### src/rtl/decompress_core_flag_bgr_same_pkg.sv
// Shared definitions for the flag-data decompressor: field widths, FSM states
// and the prefix-code table (stream-order bits stored LSB first) used by the compressor too.
package decompress_core_flag_bgr_same_pkg;

    localparam int RECORD_W    = 77;
    localparam int POS_W       = 6;
    localparam int FLAG_W      = 3;
    localparam int CNT_W       = 3;
    localparam int MAX_ENTRIES = 7;
    localparam int NUM_CODES   = 7;
    localparam int CODE_W      = 5;
    localparam int LEN_W       = 3;
    localparam int PTR_W       = 7;
    localparam int PTR_MAX     = 127;

    typedef enum logic [1:0] {
        ST_IDLE,
        ST_HDR,
        ST_ENTRY,
        ST_DONE
    } state_t;

    function automatic logic [CODE_W-1:0] code_value(input logic [FLAG_W-1:0] flag);
        case (flag)
            3'd0:    code_value = 5'b00001;
            3'd1:    code_value = 5'b00000;
            3'd2:    code_value = 5'b00010;
            3'd3:    code_value = 5'b00011;
            3'd4:    code_value = 5'b00111;
            3'd5:    code_value = 5'b01111;
            3'd6:    code_value = 5'b11111;
            default: code_value = 5'b00000;
        endcase
    endfunction

    function automatic logic [LEN_W-1:0] code_len(input logic [FLAG_W-1:0] flag);
        case (flag)
            3'd0, 3'd1, 3'd2: code_len = 3'd2;
            3'd3:             code_len = 3'd3;
            3'd4:             code_len = 3'd4;
            3'd5, 3'd6:       code_len = 3'd5;
            default:          code_len = 3'd0;
        endcase
    endfunction

    function automatic logic [CODE_W-1:0] code_mask(input logic [LEN_W-1:0] len);
        case (len)
            3'd2:    code_mask = 5'b00011;
            3'd3:    code_mask = 5'b00111;
            3'd4:    code_mask = 5'b01111;
            3'd5:    code_mask = 5'b11111;
            default: code_mask = 5'b00000;
        endcase
    endfunction

endpackage

### src/rtl/decompress_core_flag_bgr_same_flag_code_decode.sv
// Combinational prefix-code decoder: 5-bit window (bit 0 = first stream bit)
// to flag value and code length, matched against the shared code table.
module decompress_core_flag_bgr_same_flag_code_decode
    import decompress_core_flag_bgr_same_pkg::*;
(
    input  logic [CODE_W-1:0] window_i,
    output logic [FLAG_W-1:0] flag_o,
    output logic [LEN_W-1:0]  len_o
);

    // The code is prefix-free and complete, so exactly one table entry matches.
    always_comb begin
        flag_o = '0;
        len_o  = '0;
        for (int f = 0; f < NUM_CODES; f++) begin
            if ((window_i & code_mask(code_len(FLAG_W'(f)))) == code_value(FLAG_W'(f))) begin
                flag_o = FLAG_W'(f);
                len_o  = code_len(FLAG_W'(f));
            end
        end
    end

endmodule

### src/rtl/decompress_core_flag_bgr_same.sv
// Flag-record decompressor: walks one entry per clock rebuilding positions and flags.
// Optional macro FLAG_DECOMP_CHECK_EN builds the length/overrun check driving o_err.
module decompress_core_flag_bgr_same
    import decompress_core_flag_bgr_same_pkg::*;
#(
    parameter logic [3:0] TILE_SIZE = 4'd8
) (
    input  logic                             clk,
    input  logic                             rst_n,
    input  logic                             i_valid,
    output logic                             i_ready,
    input  logic [RECORD_W-1:0]              flag_data_compressed,
    input  logic [3:0]                       flag_data_compressed_bytesize,
    output logic [CNT_W-1:0]                 diff_num,
    output logic [POS_W*MAX_ENTRIES-1:0]     diff_position,
    output logic [FLAG_W*MAX_ENTRIES-1:0]    diff_flag,
    output logic                             o_valid,
    output logic                             o_err
);

    state_t                          state_q, state_d;
    logic [RECORD_W-1:0]             word_q, word_d;
    logic [CNT_W-1:0]                num_q, num_d;
    logic [CNT_W-1:0]                idx_q, idx_d;
    logic [PTR_W-1:0]                ptr_q, ptr_d;
    logic [POS_W*MAX_ENTRIES-1:0]    pos_q, pos_d;
    logic [FLAG_W*MAX_ENTRIES-1:0]   flag_q, flag_d;

    logic [RECORD_W+63:0]            word_ext;
    logic [10:0]                     entry_bits;
    logic [POS_W-1:0]                entry_pos;
    logic [CODE_W-1:0]               entry_win;
    logic [FLAG_W-1:0]               dec_flag;
    logic [LEN_W-1:0]                dec_len;
    logic [PTR_W:0]                  ptr_sum;
    logic                            err_flag;
    logic                            unused_tile;

    assign unused_tile = ^TILE_SIZE;

    // Zero-extending past the record makes reads beyond bit 76 return 0.
    assign word_ext   = {64'b0, word_q};
    assign entry_bits = 11'(word_ext >> ptr_q);
    assign entry_pos  = entry_bits[POS_W-1:0];
    assign entry_win  = entry_bits[POS_W+CODE_W-1:POS_W];
    assign ptr_sum    = {1'b0, ptr_q} + 8'(POS_W) + 8'(dec_len);

    decompress_core_flag_bgr_same_flag_code_decode u_flag_code_decode (
        .window_i (entry_win),
        .flag_o   (dec_flag),
        .len_o    (dec_len)
    );

    always_ff @(posedge clk or negedge rst_n) begin
        if (!rst_n) begin
            state_q <= ST_IDLE;
        end else begin
            state_q <= state_d;
        end
    end

    always_comb begin
        state_d = state_q;
        case (state_q)
            ST_IDLE:  if (i_valid) state_d = ST_HDR;
            ST_HDR:   state_d = (word_q[CNT_W-1:0] == '0) ? ST_DONE : ST_ENTRY;
            ST_ENTRY: if (idx_q == num_q - 3'd1) state_d = ST_DONE;
            ST_DONE:  state_d = ST_IDLE;
            default:  state_d = ST_IDLE;
        endcase
    end

    // Gating with rst_n keeps i_ready low while reset is held.
    always_comb begin
        i_ready = rst_n && (state_q == ST_IDLE);
        o_valid = (state_q == ST_DONE);
        o_err   = (state_q == ST_DONE) && err_flag;
    end

    always_comb begin
        word_d = word_q;
        num_d  = num_q;
        idx_d  = idx_q;
        ptr_d  = ptr_q;
        pos_d  = pos_q;
        flag_d = flag_q;
        case (state_q)
            ST_IDLE: begin
                if (i_valid) begin
                    word_d = flag_data_compressed;
                    num_d  = '0;
                    pos_d  = '0;
                    flag_d = '0;
                end
            end
            ST_HDR: begin
                num_d = word_q[CNT_W-1:0];
                ptr_d = PTR_W'(CNT_W);
                idx_d = '0;
            end
            ST_ENTRY: begin
                for (int k = 0; k < MAX_ENTRIES; k++) begin
                    if (idx_q == CNT_W'(k)) begin
                        pos_d[k*POS_W +: POS_W]   = entry_pos;
                        flag_d[k*FLAG_W +: FLAG_W] = dec_flag;
                    end
                end
                ptr_d = (ptr_sum > 8'(PTR_MAX)) ? PTR_W'(PTR_MAX) : ptr_sum[PTR_W-1:0];
                idx_d = idx_q + 3'd1;
            end
            default: ;
        endcase
    end

    always_ff @(posedge clk or negedge rst_n) begin
        if (!rst_n) begin
            word_q <= '0;
            num_q  <= '0;
            idx_q  <= '0;
            ptr_q  <= '0;
            pos_q  <= '0;
            flag_q <= '0;
        end else begin
            word_q <= word_d;
            num_q  <= num_d;
            idx_q  <= idx_d;
            ptr_q  <= ptr_d;
            pos_q  <= pos_d;
            flag_q <= flag_d;
        end
    end

    assign diff_num      = num_q;
    assign diff_position = pos_q;
    assign diff_flag     = flag_q;

`ifdef FLAG_DECOMP_CHECK_EN
    logic [3:0] bytes_q;
    logic       ovr_q;

    // An entry overruns when its last consumed bit lies at index 77 or above.
    always_ff @(posedge clk or negedge rst_n) begin
        if (!rst_n) begin
            bytes_q <= '0;
            ovr_q   <= 1'b0;
        end else if (state_q == ST_IDLE && i_valid) begin
            bytes_q <= flag_data_compressed_bytesize;
            ovr_q   <= 1'b0;
        end else if (state_q == ST_ENTRY && ptr_sum > 8'(RECORD_W)) begin
            ovr_q   <= 1'b1;
        end
    end

    assign err_flag = ovr_q || ({1'b0, ptr_q} > {1'b0, bytes_q, 3'b000});
`else
    logic unused_bytes;
    assign unused_bytes = ^flag_data_compressed_bytesize;
    assign err_flag     = 1'b0;
`endif

endmodule

### config.mk
export PLATFORM = sky130hd
export DESIGN_NAME = decompress_core_flag_bgr_same
export DESIGN_NICKNAME = d
export VERILOG_FILES = /design/src/rtl/decompress_core_flag_bgr_same_pkg.sv /design/src/rtl/decompress_core_flag_bgr_same_flag_code_decode.sv /design/src/rtl/decompress_core_flag_bgr_same.sv
export SDC_FILE = /design/constraint.sdc
export NUM_CORES = 1
export LEC_CHECK = 0
export BUFFER_PORTS_ARGS = -buffer_cell sky130_fd_sc_hd__buf_2
export CAP_MARGIN = 10
export CORE_UTILIZATION = 33
export DETAILED_ROUTE_END_ITERATION = 8
export GPL_TIMING_DRIVEN = 0
export HOLD_SLACK_MARGIN = 0.06
export PLACE_DENSITY = 0.51
export SYNTH_ARGS = -nofsm -noshare
export SYNTH_HDL_FRONTEND = slang
export SYNTH_SLANG_ARGS = --single-unit
### constraint.sdc
create_clock -name clk -period 6.79 [get_ports clk]
set_input_delay 0.679 -clock clk [delete_from_list [all_inputs] [get_ports clk]]
set_output_delay 0.679 -clock clk [all_outputs]
set_load 0.01 [all_outputs]
==> results of run 1 <==
registers in the layout (all words and copies together) (netlist names):
register / flops
word_q: 77
diff_position: 42
diff_flag: 21
ptr_q: 7
diff_num: 3
idx_q: 3
state_q: 2
cells by family (layout without fill, tap and decap cells):
group	after synthesis	count (layout)	synth area share
flip-flops	155	155	0.364
other	1	1	0.000352
multiplexers	251	251	0.382
buffers and inverters	96	276	0.0465
AO/OA/AOI/OAI	160	160	0.110
AND/OR/NAND/NOR	164	164	0.0711
adder cells (fa/ha/maj)	18	18	0.0218
XOR/XNOR	5	5	0.00411
metal layers:
metal | wire length [um] | part of all wire | GRT usage | vias up
met4 | 1470 | 0.043 | 0.100 | 0
met5 | 0 | 0 | 0 | -
met1 | 14200 | 0.41 | 0.278 | 4215
li1 | - | - | - | 3646
met2 | 15800 | 0.46 | 0.333 | 516
met3 | 2840 | 0.083 | 0.0517 | 113
stage by stage:
step	hold slack [ns]	utilization	std cells	cell area [sq um]
finish	0.159	0.398	1432	12600
CTS	0.189	0.398	1432	12600
global placement	0.458	0.376	1399	11900
floorplan	0.383	-	850	10700
detailed placement	0.460	0.377	1400	11900
global route	0.202	0.398	1432	12600
worst register-to-register path, cell delays in order (launching register included):
cell,delay (ns)
sky130_fd_sc_hd__dfrtp_1,0.36
sky130_fd_sc_hd__clkbuf_1,0.47
sky130_fd_sc_hd__clkbuf_1,0.71
sky130_fd_sc_hd__mux4_2,0.42
sky130_fd_sc_hd__mux2i_1,0.31
sky130_fd_sc_hd__o41ai_1,0.11
sky130_fd_sc_hd__o22ai_1,0.35
sky130_fd_sc_hd__o211a_1,0.23
sky130_fd_sc_hd__buf_4,0.19
sky130_fd_sc_hd__nor2_1,0.17
sky130_fd_sc_hd__o21a_1,0.15
sky130_fd_sc_hd__ha_1,0.17
sky130_fd_sc_hd__ha_1,0.21
sky130_fd_sc_hd__fa_1,0.43
sky130_fd_sc_hd__a21o_1,0.23
sky130_fd_sc_hd__nand2b_1,0.09
sky130_fd_sc_hd__nand2_1,0.08
sky130_fd_sc_hd__o21ai_0,0.15
sky130_fd_sc_hd__o21ai_0,0.12
synthesized netlist by cell type, types with 3 or more instances:
| cell | count | area [sq um] |
|---|---|---|
| sky130_fd_sc_hd__mux2_2 | 93 | 1050 |
| sky130_fd_sc_hd__nand2_1 | 76 | 285 |
| sky130_fd_sc_hd__clkbuf_1 | 32 | 120 |
| sky130_fd_sc_hd__dfrtp_1 | 155 | 3880 |
| sky130_fd_sc_hd__o31ai_1 | 3 | 22.5 |
| sky130_fd_sc_hd__nor3_1 | 11 | 55.1 |
| sky130_fd_sc_hd__a21oi_1 | 15 | 75.1 |
| sky130_fd_sc_hd__a22o_1 | 14 | 123 |
| sky130_fd_sc_hd__a21o_1 | 5 | 37.5 |
| sky130_fd_sc_hd__inv_1 | 15 | 56.3 |
| sky130_fd_sc_hd__o21ai_0 | 18 | 90.1 |
| sky130_fd_sc_hd__buf_6 | 9 | 101 |
| sky130_fd_sc_hd__buf_4 | 4 | 30.0 |
| sky130_fd_sc_hd__buf_1 | 11 | 41.3 |
| sky130_fd_sc_hd__xnor2_1 | 4 | 35.0 |
| sky130_fd_sc_hd__a31o_1 | 7 | 61.3 |
| sky130_fd_sc_hd__nor2_1 | 33 | 124 |
| sky130_fd_sc_hd__o21ai_1 | 29 | 145 |
| sky130_fd_sc_hd__mux2i_1 | 43 | 430 |
| sky130_fd_sc_hd__o21ai_2 | 14 | 123 |
| sky130_fd_sc_hd__buf_2 | 20 | 100 |
| sky130_fd_sc_hd__inv_2 | 3 | 11.3 |
| sky130_fd_sc_hd__a31oi_1 | 5 | 31.3 |
| sky130_fd_sc_hd__nor2b_1 | 4 | 25.0 |
| sky130_fd_sc_hd__or2_2 | 4 | 25.0 |
| sky130_fd_sc_hd__mux4_1 | 5 | 131 |
| sky130_fd_sc_hd__ha_1 | 17 | 213 |
| sky130_fd_sc_hd__and2_1 | 4 | 25.0 |
| sky130_fd_sc_hd__mux4_2 | 109 | 2450 |
| sky130_fd_sc_hd__nand3_1 | 13 | 65.1 |
| sky130_fd_sc_hd__a32oi_1 | 3 | 26.3 |
| sky130_fd_sc_hd__nand2b_1 | 3 | 18.8 |
| sky130_fd_sc_hd__o211a_1 | 3 | 30.0 |
| sky130_fd_sc_hd__a32o_1 | 11 | 110 |
worst max-delay path by stage:
stage	startpoint	to	slack [ns]	cells past startpoint
after floorplan	ptr_q[0]$_DFFE_PN0P_	ptr_q[1]$_DFFE_PN0P_	2.93	18
after global placement	ptr_q[4]$_DFFE_PN0P_	ptr_q[1]$_DFFE_PN0P_	1.84	19
after detailed placement	ptr_q[3]$_DFFE_PN0P_	ptr_q[1]$_DFFE_PN0P_	1.83	18
after CTS	ptr_q[3]$_DFFE_PN0P_	ptr_q[1]$_DFFE_PN0P_	1.82	18
after global routing	ptr_q[3]$_DFFE_PN0P_	ptr_q[1]$_DFFE_PN0P_	1.51	18
final	ptr_q[3]$_DFFE_PN0P_	ptr_q[1]$_DFFE_PN0P_	1.70	18
power by group through the flow:
| stage | clock network (uW) | registers [uW] | logic, uW |
|---|---|---|---|
| 4_1_cts | 1100 | 1820 | 4570 |
| 5_1_grt | 1140 | 1890 | 4920 |
| 3_5_place_dp | 0 | 1840 | 4560 |
| 2_1_floorplan | 0 | 1660 | 3340 |
| 3_3_place_gp | 0 | 1830 | 4540 |
| 6_report | 1070 | 1850 | 4600 |
cells in the final DEF, fill, tap and decap left out, types with 3 or more instances in the layout:
| cell | count |
|---|---|
| sky130_fd_sc_hd__a22o_1 | 14 |
| sky130_fd_sc_hd__nor2_1 | 33 |
| sky130_fd_sc_hd__nand2b_1 | 3 |
| sky130_fd_sc_hd__o31ai_1 | 3 |
| sky130_fd_sc_hd__clkbuf_1 | 32 |
| sky130_fd_sc_hd__xnor2_1 | 4 |
| sky130_fd_sc_hd__mux4_1 | 5 |
| sky130_fd_sc_hd__a31o_1 | 7 |
| sky130_fd_sc_hd__nand2_1 | 76 |
| sky130_fd_sc_hd__inv_1 | 15 |
| sky130_fd_sc_hd__dfrtp_1 | 155 |
| sky130_fd_sc_hd__buf_1 | 11 |
| sky130_fd_sc_hd__ha_1 | 17 |
| sky130_fd_sc_hd__a21o_1 | 5 |
| sky130_fd_sc_hd__o211a_1 | 3 |
| sky130_fd_sc_hd__mux2i_1 | 43 |
| sky130_fd_sc_hd__inv_2 | 3 |
| sky130_fd_sc_hd__bufinv_16 | 4 |
| sky130_fd_sc_hd__a32o_1 | 11 |
| sky130_fd_sc_hd__a32oi_1 | 3 |
| sky130_fd_sc_hd__o21ai_0 | 18 |
| sky130_fd_sc_hd__a21oi_1 | 15 |
| sky130_fd_sc_hd__nand3_1 | 13 |
| sky130_fd_sc_hd__o21ai_2 | 14 |
| sky130_fd_sc_hd__nor3_1 | 11 |
| sky130_fd_sc_hd__nor2b_1 | 4 |
| sky130_fd_sc_hd__or2_2 | 4 |
| sky130_fd_sc_hd__clkbuf_16 | 17 |
| sky130_fd_sc_hd__mux2_2 | 93 |
| sky130_fd_sc_hd__buf_2 | 166 |
| sky130_fd_sc_hd__inv_6 | 6 |
| sky130_fd_sc_hd__mux4_2 | 109 |
| sky130_fd_sc_hd__and2_1 | 4 |
| sky130_fd_sc_hd__buf_6 | 9 |
| sky130_fd_sc_hd__o21ai_1 | 29 |
| sky130_fd_sc_hd__a31oi_1 | 5 |
| sky130_fd_sc_hd__buf_4 | 4 |
layout make-up:
class	instances	area share
Inverter	18	0.00537
Buffer	78	0.0340
Clock buffer	19	0.0360
Timing Repair Buffer	148	0.0614
Clock inverter	13	0.0158
Multi-Input combinational cell	599	0.499
Sequential cell	155	0.308
Tap cell	402	0.0400
==> results.md, run 1 <==
- 1.70 ns — Worst Slack Setup Final
- flop — kind of start point of the critical path
- 8490 — vias post-DR
- 959 — iteration-0 DRC count of the detailed router
- 0.0112 ns — clk_skew
- 0 — overall overflow remaining after global route
- 0.246 — sequential share of power
- 33000 sq um — DIE AREA
- 65 — number of placement rows
- 1119 — number of nets in the layout
- 0.45 ns — insertion delay of the later-clocked pin in the worst-skew pair
- 0 ns — total negative setup slack
- no — unrepaired setup endpoints after global routing
- 0 — antenna cells
- sky130_fd_sc_hd__clkbuf_16 — root buffer cell
- 31600 sq um — placeable core area
- 0.971 ns — worst-margin pin slew
- sky130_fd_sc_hd__dfrtp_1 — Main synth FF type
- 182 um — die span in y
- 850 — synthesized instance count
- 3880 sq um — sequential cell area
- 0.226 mV — Worst VDD drop
- 0.612 — part of the power in combinational logic
- 155 — sinks on the clock net
- 0 — EDFF count, synth
- 597 nW/um^2 — Power per Cell Area
- 0.433 — share of final-layout standard cells stronger than drive strength 1
- 0.953 — final estimated routing congestion in global placement
- 1.00 — fraction of synthesis flops using an asynchronous set or reset pin
- 0.143 — clock group share of total power
- 153 — top-level I/O count
- 0.70 ns — largest stage delay on the critical path
- 5.38 ns — Arr. time, crit path
- 2 — worst-case clock buffer depth
- 86 — maximum number of pins on one net before global-route repair
- 10700 sq um — synthesized area
- 0 — Hold Fails Final Rpt
- 0 — number of instances resized during post-cts repair
- 0 — count of endpoints failing setup in the final report
- 18.1% — area grow syn2layout
- buffers and inverters — Top Family by Delay on Critical Path
- 7520 uW — Final Total Pwr
- 4 — depth of the CTS H-tree
- 182 um — horizontal extent of the die
- built — TritonCTS clock tree
- 155 — flops & latches, synth
- 0.213 — overall global routing resource usage
- 0 — hold-fix buffer count after cts
- 0.364 — sequential element share of the synthesized area
- 34300 um — Total Wirelength
- 0 — post-detailed-route DRC marker count
- 18 — count of cells along the worst register-to-register path
- 75 — Netlist cell types
- 7.08 ns — required time at the worst-slack endpoint
- 52800 um — global-route wire length before repair
- 25500 um — post-detailed-placement half-perimeter wirelength
- 0 — number of nets with antenna violations after routing
- 0 — number of antenna violations at the first check in global routing
- 952 — synthesized net count
- 6 — number of iterations in the first detailed-routing pass
- 3 — count of buffering cells on the critical path with inverters included
- 6280 sq um — multi-input gate area in the final layout
- ptr_q[3]$_DFFE_PN0P_ — source of the worst register-to-register timing path
- finished clean — status
- 4150 uW — P_int
- 10 — CP max FO
- 3370 uW — switching power summed over all nets
- 23.9 um — average wire per cell in the routed design
- sky130_fd_sc_hd__clkbuf_1 — Critical Path Slowest Stage Cell
- 5.09 ns — Final min period
- 0 — final number of max-transition violations
- 0 — max capacitance violation total
- 0.196 GHz — highest achievable clock rate
- flop to flop — CP Class
- 5.93 — post-detailed-route via-to-cell ratio
- 1.70 ns — Worst R2R Setup Slack
- 0.337 — starting density of the core
- 3117 — number of fill cells
- clkbuf_1 -> clkbuf_1 -> mux4_2 -> mux2i_1 -> o41ai_1 -> o22ai_1 -> o211a_1 -> buf_4 -> nor2_1 -> o21a_1 -> ha_1 -> ha_1 -> fa_1 -> a21o_1 -> nand2b_1 -> nand2_1 -> o21ai_0 -> o21ai_0 — crit-path cells
- flop — type of destination of the critical path
- 0.448 — net switching share of the total power
- ptr_q[1]$_DFFE_PN0P_ — endpoint of the worst-slack reg-to-reg timing path
- 17 — number of buffers inserted during clock tree synthesis
- 0 — setup fix buffers added after clock tree synthesis
- 0.750 — final period utilization
- 1.83 ns — dpl ws
- 12.5 sq um — average footprint of a synthesized cell
- 8400 — vias in the first global route
- 0.07 ns — CTS clk-pin slew, worst paths
- 0.353 — headroom to the max-slew limit
- 0 — number of warnings printed during yosys synthesis
- 0.00550 uW — P_leak
- primary input to asynchronous set/reset pin — worst min path class
- 147 — count of input and output buffers
Power figures use the tool's default switching activity.
==> inputs of run 2 (changes only) <==
==> constraint.sdc (replaced) <==
create_clock -name clk -period 4.8 [get_ports clk]
set_input_delay 0.48 -clock clk [delete_from_list [all_inputs] [get_ports clk]]
set_output_delay 0.48 -clock clk [all_outputs]
set_load 0.01 [all_outputs]
==> run 2 against run 1 <==
  * Clock skew shrank 0.00067 ns
  * Global-route usage is essentially flat
  * Sequential power grew 41%
  * First-iteration DRC count grew 4.9%
  * Non-clock buffer count grew 1
  * Clock power grew 42%
  * Critical path type unchanged
  * Via count is essentially flat
  * Combinational power grew 42%
  * Final cell count is essentially flat
==> results.md, run 2 (synthesis gave the netlist of run 1 again) <==
- 0.45 ns — insertion delay of the later-clocked pin in the worst-skew pair, about the same
- 2 — worst-case clock buffer depth, unchanged
- 0.0106 ns — clk_skew, -0.000666 ns
- 31600 sq um — placeable core area, unchanged
- 33000 sq um — DIE AREA, unchanged
- 182 um — horizontal extent of the die, unchanged
- 18.4% — area grow syn2layout
- 0.337 — starting density of the core, unchanged
- flop — type of destination of the critical path
- 65 — number of placement rows, unchanged
- 0.220 GHz — highest achievable clock rate, +12%
- 5.08 ns — required time at the worst-slack endpoint, -2.00 ns
- 182 um — die span in y, unchanged
- 0.07 ns — CTS clk-pin slew, worst paths, about the same
- 11900 sq um — placed inst area, unchanged
- 25500 um — post-detailed-placement half-perimeter wirelength, unchanged
- 0.213 — overall global routing resource usage, about the same
- 0.46 ns — largest stage delay on the critical path, -0.24 ns
- sky130_fd_sc_hd__clkbuf_16 — root buffer cell
- 5.93 — post-detailed-route via-to-cell ratio, about the same
- built — TritonCTS clock tree
- sky130_fd_sc_hd__buf_2 — commonest non-fill, non-tap cell in the layout
- 0 — final number of max-transition violations, unchanged
- 0.836 ns — worst-margin pin slew, -0.134 ns
- 16 — count of cells along the worst register-to-register path, -2
- 153 — top-level I/O count, unchanged
- 0 — post-detailed-route DRC marker count, unchanged
- 12600 sq um — Post-Layout Inst Area, +0.29%
- finished clean — status
- 0 — number of nets with antenna violations after routing, unchanged
- 0.262 ns — hold slack, +0.104 ns
- 1006 — iteration-0 DRC count of the detailed router, +4.9%
- 1120 — number of nets in the layout, +0.089%
- 0.399 — final standard cell utilization of the core, +0.00115
- 155 — sinks on the clock net, unchanged
- met2 — Most Crowded Layer GR
- 34300 um — Total Wirelength, about the same
- 0 — count of endpoints failing setup in the final report, unchanged
- 77 — flip-flop count of the largest register, all copies and words added, unchanged
- 0 — antenna cells, unchanged
- sky130_fd_sc_hd__buf_2 (161), sky130_fd_sc_hd__dfrtp_1 (155), sky130_fd_sc_hd__mux4_2 (109), sky130_fd_sc_hd__mux2_2 (93), sky130_fd_sc_hd__nand2_1 (76) — most frequent cells in the layout
- 17 — number of buffers inserted during clock tree synthesis, unchanged
- word_q — largest register by flop count
- 0.00552 uW — P_leak, +0.36%
- flop to flop — CP Class
- 0.334 — GR Util met2, +0.000769
- 6 — number of iterations in the first detailed-routing pass, unchanged
- 0 ns — total negative setup slack, unchanged
- 0.278 — global routing met1 resource utilization, -0.000390
- 0.0507 — met3 Usage GRT, -0.00100
- 0 — Hold Fails Final Rpt, unchanged
- 10 — CP max FO, unchanged
- 846 nW/um^2 — Power per Cell Area, +42%
- 4.54 ns — Final min period, -0.550 ns
- 52700 um — global-route wire length before repair, about the same
- 2 — Worst Hold Depth
- 8400 — vias in the first global route, unchanged
- 0.953 — final estimated routing congestion in global placement, unchanged
- 147 — count of input and output buffers, unchanged
- no — unrepaired setup endpoints after global routing
- 4 — depth of the CTS H-tree, unchanged
- 0.443 — headroom to the max-slew limit, +0.0895
- 0 — overall overflow remaining after global route, unchanged
- flop — kind of start point of the critical path
- sky130_fd_sc_hd__nor2_1 — Critical Path Slowest Stage Cell
- 0 — number of antenna violations at the first check in global routing, unchanged
- 86 — maximum number of pins on one net before global-route repair, unchanged
- 0 — max capacitance violation total, unchanged
- primary input to flop — worst min path class
- 23.9 um — average wire per cell in the routed design, about the same
- clkbuf_4 -> clkbuf_4 -> buf_4 -> buf_2 -> nand3_1 -> a311oi_1 -> o22ai_1 -> o211a_1 -> buf_4 -> nor2_1 -> o21a_1 -> ha_1 -> ha_1 -> fa_1 -> o211ai_1 -> o21ai_0 — crit-path cells
- 0.322 mV — Worst VDD drop, +42%
- 0.439 — share of final-layout standard cells stronger than drive strength 1, +0.00637
- 0.946 — final period utilization, +0.196
- 4.82 ns — Arr. time, crit path, -0.56 ns
- 8495 — vias post-DR, +0.059%
## run 2: cell types whose count changed in the layout (fill, tap and decap cells not counted), moves of 5 or more
cell                       before  now
sky130_fd_sc_hd__buf_2        166  161
sky130_fd_sc_hd__clkbuf_1      32   27
sky130_fd_sc_hd__clkbuf_2       0    5
sky130_fd_sc_hd__clkbuf_4       0    5
## run 2: where the power goes
part | switching [uW] | internal, uW | leakage [uW]
logic | 3410 | 3130 | 0.00326
registers | 763 | 1840 | 0.00195
clock network | 608 | 912 | 0.000314
total | 4790 | 5890 | 0.00552
## run 2: layout make-up
class	instances	area, sq um
plain buffers	77	443
clock buffers	19	453
clock inverters	13	199
fillers	3116	19000
inverters	18	67.6
multi-input cells	599	6290
flip-flops and latches	155	3880
well taps	402	503
repair buffers	150	791
## run 2: per-layer routing
metal / up-vias / routed length, um / share of wire
met5: - / 0 / 0
met4: 0 / 1520 / 0.044
met3: 110 / 2890 / 0.084
met2: 535 / 15700 / 0.46
met1: 4200 / 14100 / 0.41
li1: 3650 / - / -
## run 2: what timing repair did
action | in CTS | in global routing
pin swaps | 1 | 0
buffers inserted | 1 | 0
endpoints found under the hold margin | 70 | 0
hold buffers | 1 | 0
gates resized for setup | 2 | 16
endpoints found under the setup margin | 6 | 6
## run 2: worst paths after layout
kind	from	end	slack, ns
min in group asynchronous	rst_n	diff_position[41]$_DFFE_PN0P_	0.56
min	flag_data_compressed[71]	word_q[71]$_DFFE_PN0P_	0.26
max	ptr_q[2]$_DFFE_PN0P_	ptr_q[2]$_DFFE_PN0P_	0.26
max in group asynchronous	rst_n	word_q[57]$_DFFE_PN0P_	3.39
min reg2reg	diff_position[11]$_DFFE_PN0P_	diff_position[11]$_DFFE_PN0P_	0.47
max reg2reg	ptr_q[2]$_DFFE_PN0P_	ptr_q[2]$_DFFE_PN0P_	0.26
## run 2: worst max-delay path, delay by kind of cell (launching register included)
family / cells / cell delay, ns
buf+inv: 5 / 1.40
compound gates: 6 / 1.22
simple gates: 2 / 0.58
fa+ha+maj: 3 / 0.76
flops: 1 / 0.39
## run 2: metrics by stage
stage	cells	total power (uW)	worst slack, ns
final	1433	10700	0.257
after CTS	1434	10600	0.0325
after detailed placement	1400	9050	-0.156
after floorplan	850	7070	0.936
after global placement	1399	9010	-0.153
after global routing	1433	11300	0.0250
==> inputs of run 3 (changes only) <==
--- a/config.mk
+++ b/config.mk
@@ -7,11 +7,11 @@
 export LEC_CHECK = 0
 export BUFFER_PORTS_ARGS = -buffer_cell sky130_fd_sc_hd__buf_2
 export CAP_MARGIN = 10
-export CORE_UTILIZATION = 33
+export CORE_UTILIZATION = 28
 export DETAILED_ROUTE_END_ITERATION = 8
 export GPL_TIMING_DRIVEN = 0
 export HOLD_SLACK_MARGIN = 0.06
-export PLACE_DENSITY = 0.51
+export PLACE_DENSITY = 0.45
 export SYNTH_ARGS = -nofsm -noshare
 export SYNTH_HDL_FRONTEND = slang
 export SYNTH_SLANG_ARGS = --single-unit
==> run 3 against run 2 <==
  * Sequential share of layout area decreased by 0.097 points
  * Total power shrank 1.9%
  * Clock power down 15%
  * Core utilization decreased by 6.2 points
  * Critical path depth unchanged
  * Maximum frequency decreased by 0.49%
  * Global-route usage fell by 2.0 points
  * First-iteration DRC count shrank 17%
  * Combinational power about the same
  * Routed wire length is 4.7% higher
  * Sequential cell count is the same
  * Critical path type unchanged
==> results.md, run 3 (synthesis gave the netlist of run 1 again) <==
- sky130_fd_sc_hd__buf_2 — commonest non-fill, non-tap cell in the layout
- 0.950 — final estimated routing congestion in global placement, -0.25%
- 0.00547 uW — P_leak, -0.92%
- 37600 sq um — placeable core area, +19%
- 0.45 ns — insertion delay of the later-clocked pin in the worst-skew pair, about the same
- 0.439 — share of final-layout standard cells stronger than drive strength 1, unchanged
- 5660 uW — P_int, -4.0%
- 0.219 GHz — highest achievable clock rate, -0.49%
- 38800 sq um — DIE AREA, +18%
- 1120 — number of nets in the layout, unchanged
- 4810 uW — switching power summed over all nets, +0.55%
- 147 — count of input and output buffers, unchanged
- 0 — number of nets with antenna violations after routing, unchanged
- 1509 — Cell Count Post-Placement, +7.8%
- 155 — sinks on the clock net, unchanged
- built — TritonCTS clock tree
- 0.192 — overall global routing resource usage, -0.0205
- finished clean — status
- 5 — number of iterations in the first detailed-routing pass, -1
- 0 — Hold Fails Final Rpt, unchanged
- 0.806 ns — worst-margin pin slew, -0.0297 ns
- 0.459 — headroom to the max-slew limit, +0.0162
- 0 ns — total negative setup slack, unchanged
- 0 — count of endpoints failing setup in the final report, unchanged
- 0 — post-detailed-route DRC marker count, unchanged
- 153 — top-level I/O count, unchanged
- 35900 um — Total Wirelength, +4.7%
- 71 — number of placement rows, +9.2%
- 23.3 um — average wire per cell in the routed design, -2.7%
- 0.460 — net switching share of the total power, +0.0114
- 18.8% — area grow syn2layout
- 8623 — vias in the first global route, +2.7%
- 0 — antenna cells, unchanged
- 197 um — die span in y, +8.5%
- 0.337 — final standard cell utilization of the core, -0.0620
- 4.84 ns — Arr. time, crit path, +0.02 ns
- 4.57 ns — Final min period, +0.0224 ns
- 27000 um — post-detailed-placement half-perimeter wirelength, +5.9%
- 77 — flip-flop count of the largest register, all copies and words added, unchanged
- 6290 sq um — multi-input gate area in the final layout, about the same
- flop — kind of start point of the critical path
- 5.07 ns — required time at the worst-slack endpoint, about the same
- 832 — iteration-0 DRC count of the detailed router, -17%
- 0 — overall overflow remaining after global route, unchanged
- 0.07 ns — CTS clk-pin slew, worst paths, about the same
- 0 — final number of max-transition violations, unchanged
- 197 um — horizontal extent of the die, +8.5%
- 3880 sq um — sequential cell area, unchanged
- 0.124 — clock group share of total power, -0.018
- 0.00726 ns — clk_skew, -0.00332 ns
- 5.46 — post-detailed-route via-to-cell ratio, -7.8%
- primary input to flop — worst min path class
- no — unrepaired setup endpoints after global routing
- 82 — maximum number of pins on one net before global-route repair, -4.7%
- 0 — number of antenna violations at the first check in global routing, unchanged
- word_q — largest register by flop count
- 10 — CP max FO, unchanged
- sky130_fd_sc_hd__clkbuf_16 — root buffer cell
- 4 — depth of the CTS H-tree, unchanged
- 8426 — vias post-DR, -0.81%
- 827 nW/um^2 — Power per Cell Area, -2.3%
- sky130_fd_sc_hd__buf_2 (160), sky130_fd_sc_hd__dfrtp_1 (155), sky130_fd_sc_hd__mux4_2 (109), sky130_fd_sc_hd__mux2_2 (93), sky130_fd_sc_hd__nand2_1 (76) — most frequent cells in the layout
- flop — type of destination of the critical path
- 0.951 — final period utilization, +0.00466
- flop to flop — CP Class
- 1542 — Post-Layout Cell Count, +7.6%
- 17 — number of buffers inserted during clock tree synthesis, unchanged
- 55800 um — global-route wire length before repair, +5.7%
- 0.259 ns — hold slack, -0.00321 ns
- 0 — max capacitance violation total, unchanged
- 10500 uW — Final Total Pwr, -1.9%
- 0.361 mV — Worst VDD drop, +12%
- 3855 — number of fill cells, +24%
- 2 — worst-case clock buffer depth, unchanged
- 0.284 — starting density of the core, -0.0533
- 0.626 — part of the power in combinational logic, +0.013
- 0.251 — sequential share of power, +0.007
## run 3: cell types whose count changed in the layout (fill, tap and decap cells not counted), moves of 2 or more
cell                         delta
sky130_fd_sc_hd__buf_4          +2
sky130_fd_sc_hd__inv_6          -2
sky130_fd_sc_hd__bufinv_16      -4
sky130_fd_sc_hd__clkinv_4       +3
sky130_fd_sc_hd__clkinvlp_4     +3
## run 3: metal layers
layer	wire, um	global-route usage
met1	15400	0.251
met2	16800	0.303
met3	2410	0.0452
met4	1240	0.0861
met5	0	0
## run 3: repair_timing
action | 4_1_cts | 5_1_grt
endpoints found under the setup margin | 6 | 6
gates resized for setup | 6 | 12
hold buffers | 1 | 0
pin swaps | 1 | 1
buffers inserted | 1 | 0
endpoints found under the hold margin | 74 | 0
## run 3: path summary, 6_finish.rpt
kind | to | cells past startpoint | start | slack, ns
setup reg to reg | ptr_q[1]$_DFFE_PN0P_ | 16 | ptr_q[3]$_DFFE_PN0P_ | 0.23
min in group asynchronous | diff_position[23]$_DFFE_PN0P_ | 2 | rst_n | 0.59
setup / recovery | ptr_q[1]$_DFFE_PN0P_ | 16 | ptr_q[3]$_DFFE_PN0P_ | 0.23
hold / removal | word_q[59]$_DFFE_PN0P_ | 2 | flag_data_compressed[59] | 0.26
max in group asynchronous | word_q[55]$_DFFE_PN0P_ | 3 | rst_n | 3.38
hold reg to reg | diff_position[35]$_DFFE_PN0P_ | 2 | diff_position[35]$_DFFE_PN0P_ | 0.47
## run 3: worst max-delay path, cell delays in order (launching register included)
cell	delay [ns]
sky130_fd_sc_hd__dfrtp_1	0.36
sky130_fd_sc_hd__clkbuf_2	0.28
sky130_fd_sc_hd__buf_2	0.41
sky130_fd_sc_hd__buf_2	0.38
sky130_fd_sc_hd__clkbuf_1	0.55
sky130_fd_sc_hd__a32oi_1	0.19
sky130_fd_sc_hd__a31oi_2	0.41
sky130_fd_sc_hd__nor3_4	0.10
sky130_fd_sc_hd__ha_1	0.28
sky130_fd_sc_hd__inv_1	0.04
sky130_fd_sc_hd__ha_1	0.22
sky130_fd_sc_hd__fa_1	0.42
sky130_fd_sc_hd__a21o_1	0.23
sky130_fd_sc_hd__nand2b_1	0.11
sky130_fd_sc_hd__nand2_1	0.09
sky130_fd_sc_hd__o21ai_0	0.16
sky130_fd_sc_hd__o21ai_0	0.14
## run 3: cell type report
type                    instances  share of cell area
well taps                     511              0.0505
inverters                      18             0.00534
plain buffers                  77              0.0353
clock inverters                13             0.00870
clock buffers                  19              0.0350
repair buffers                150              0.0625
multi-input cells             599               0.496
flip-flops and latches        155               0.306
## run 3: stage by stage
stage	area [sq um]	setup slack [ns]
after floorplan	10700	0.936
after global placement	12000	-0.209
after detailed placement	12100	-0.194
after CTS	12700	0.103
after global routing	12700	0.00615
final	12700	0.235
## run 3: power groups by stage
stage                     registers, uW  clock network, uW  logic, uW
after floorplan                    2350                  0       4720
after global placement             2610                  0       6510
after detailed placement           2620                  0       6490
after CTS                          2600               1340       6520
after global routing               2700               1390       7060
final                              2620               1290       6550
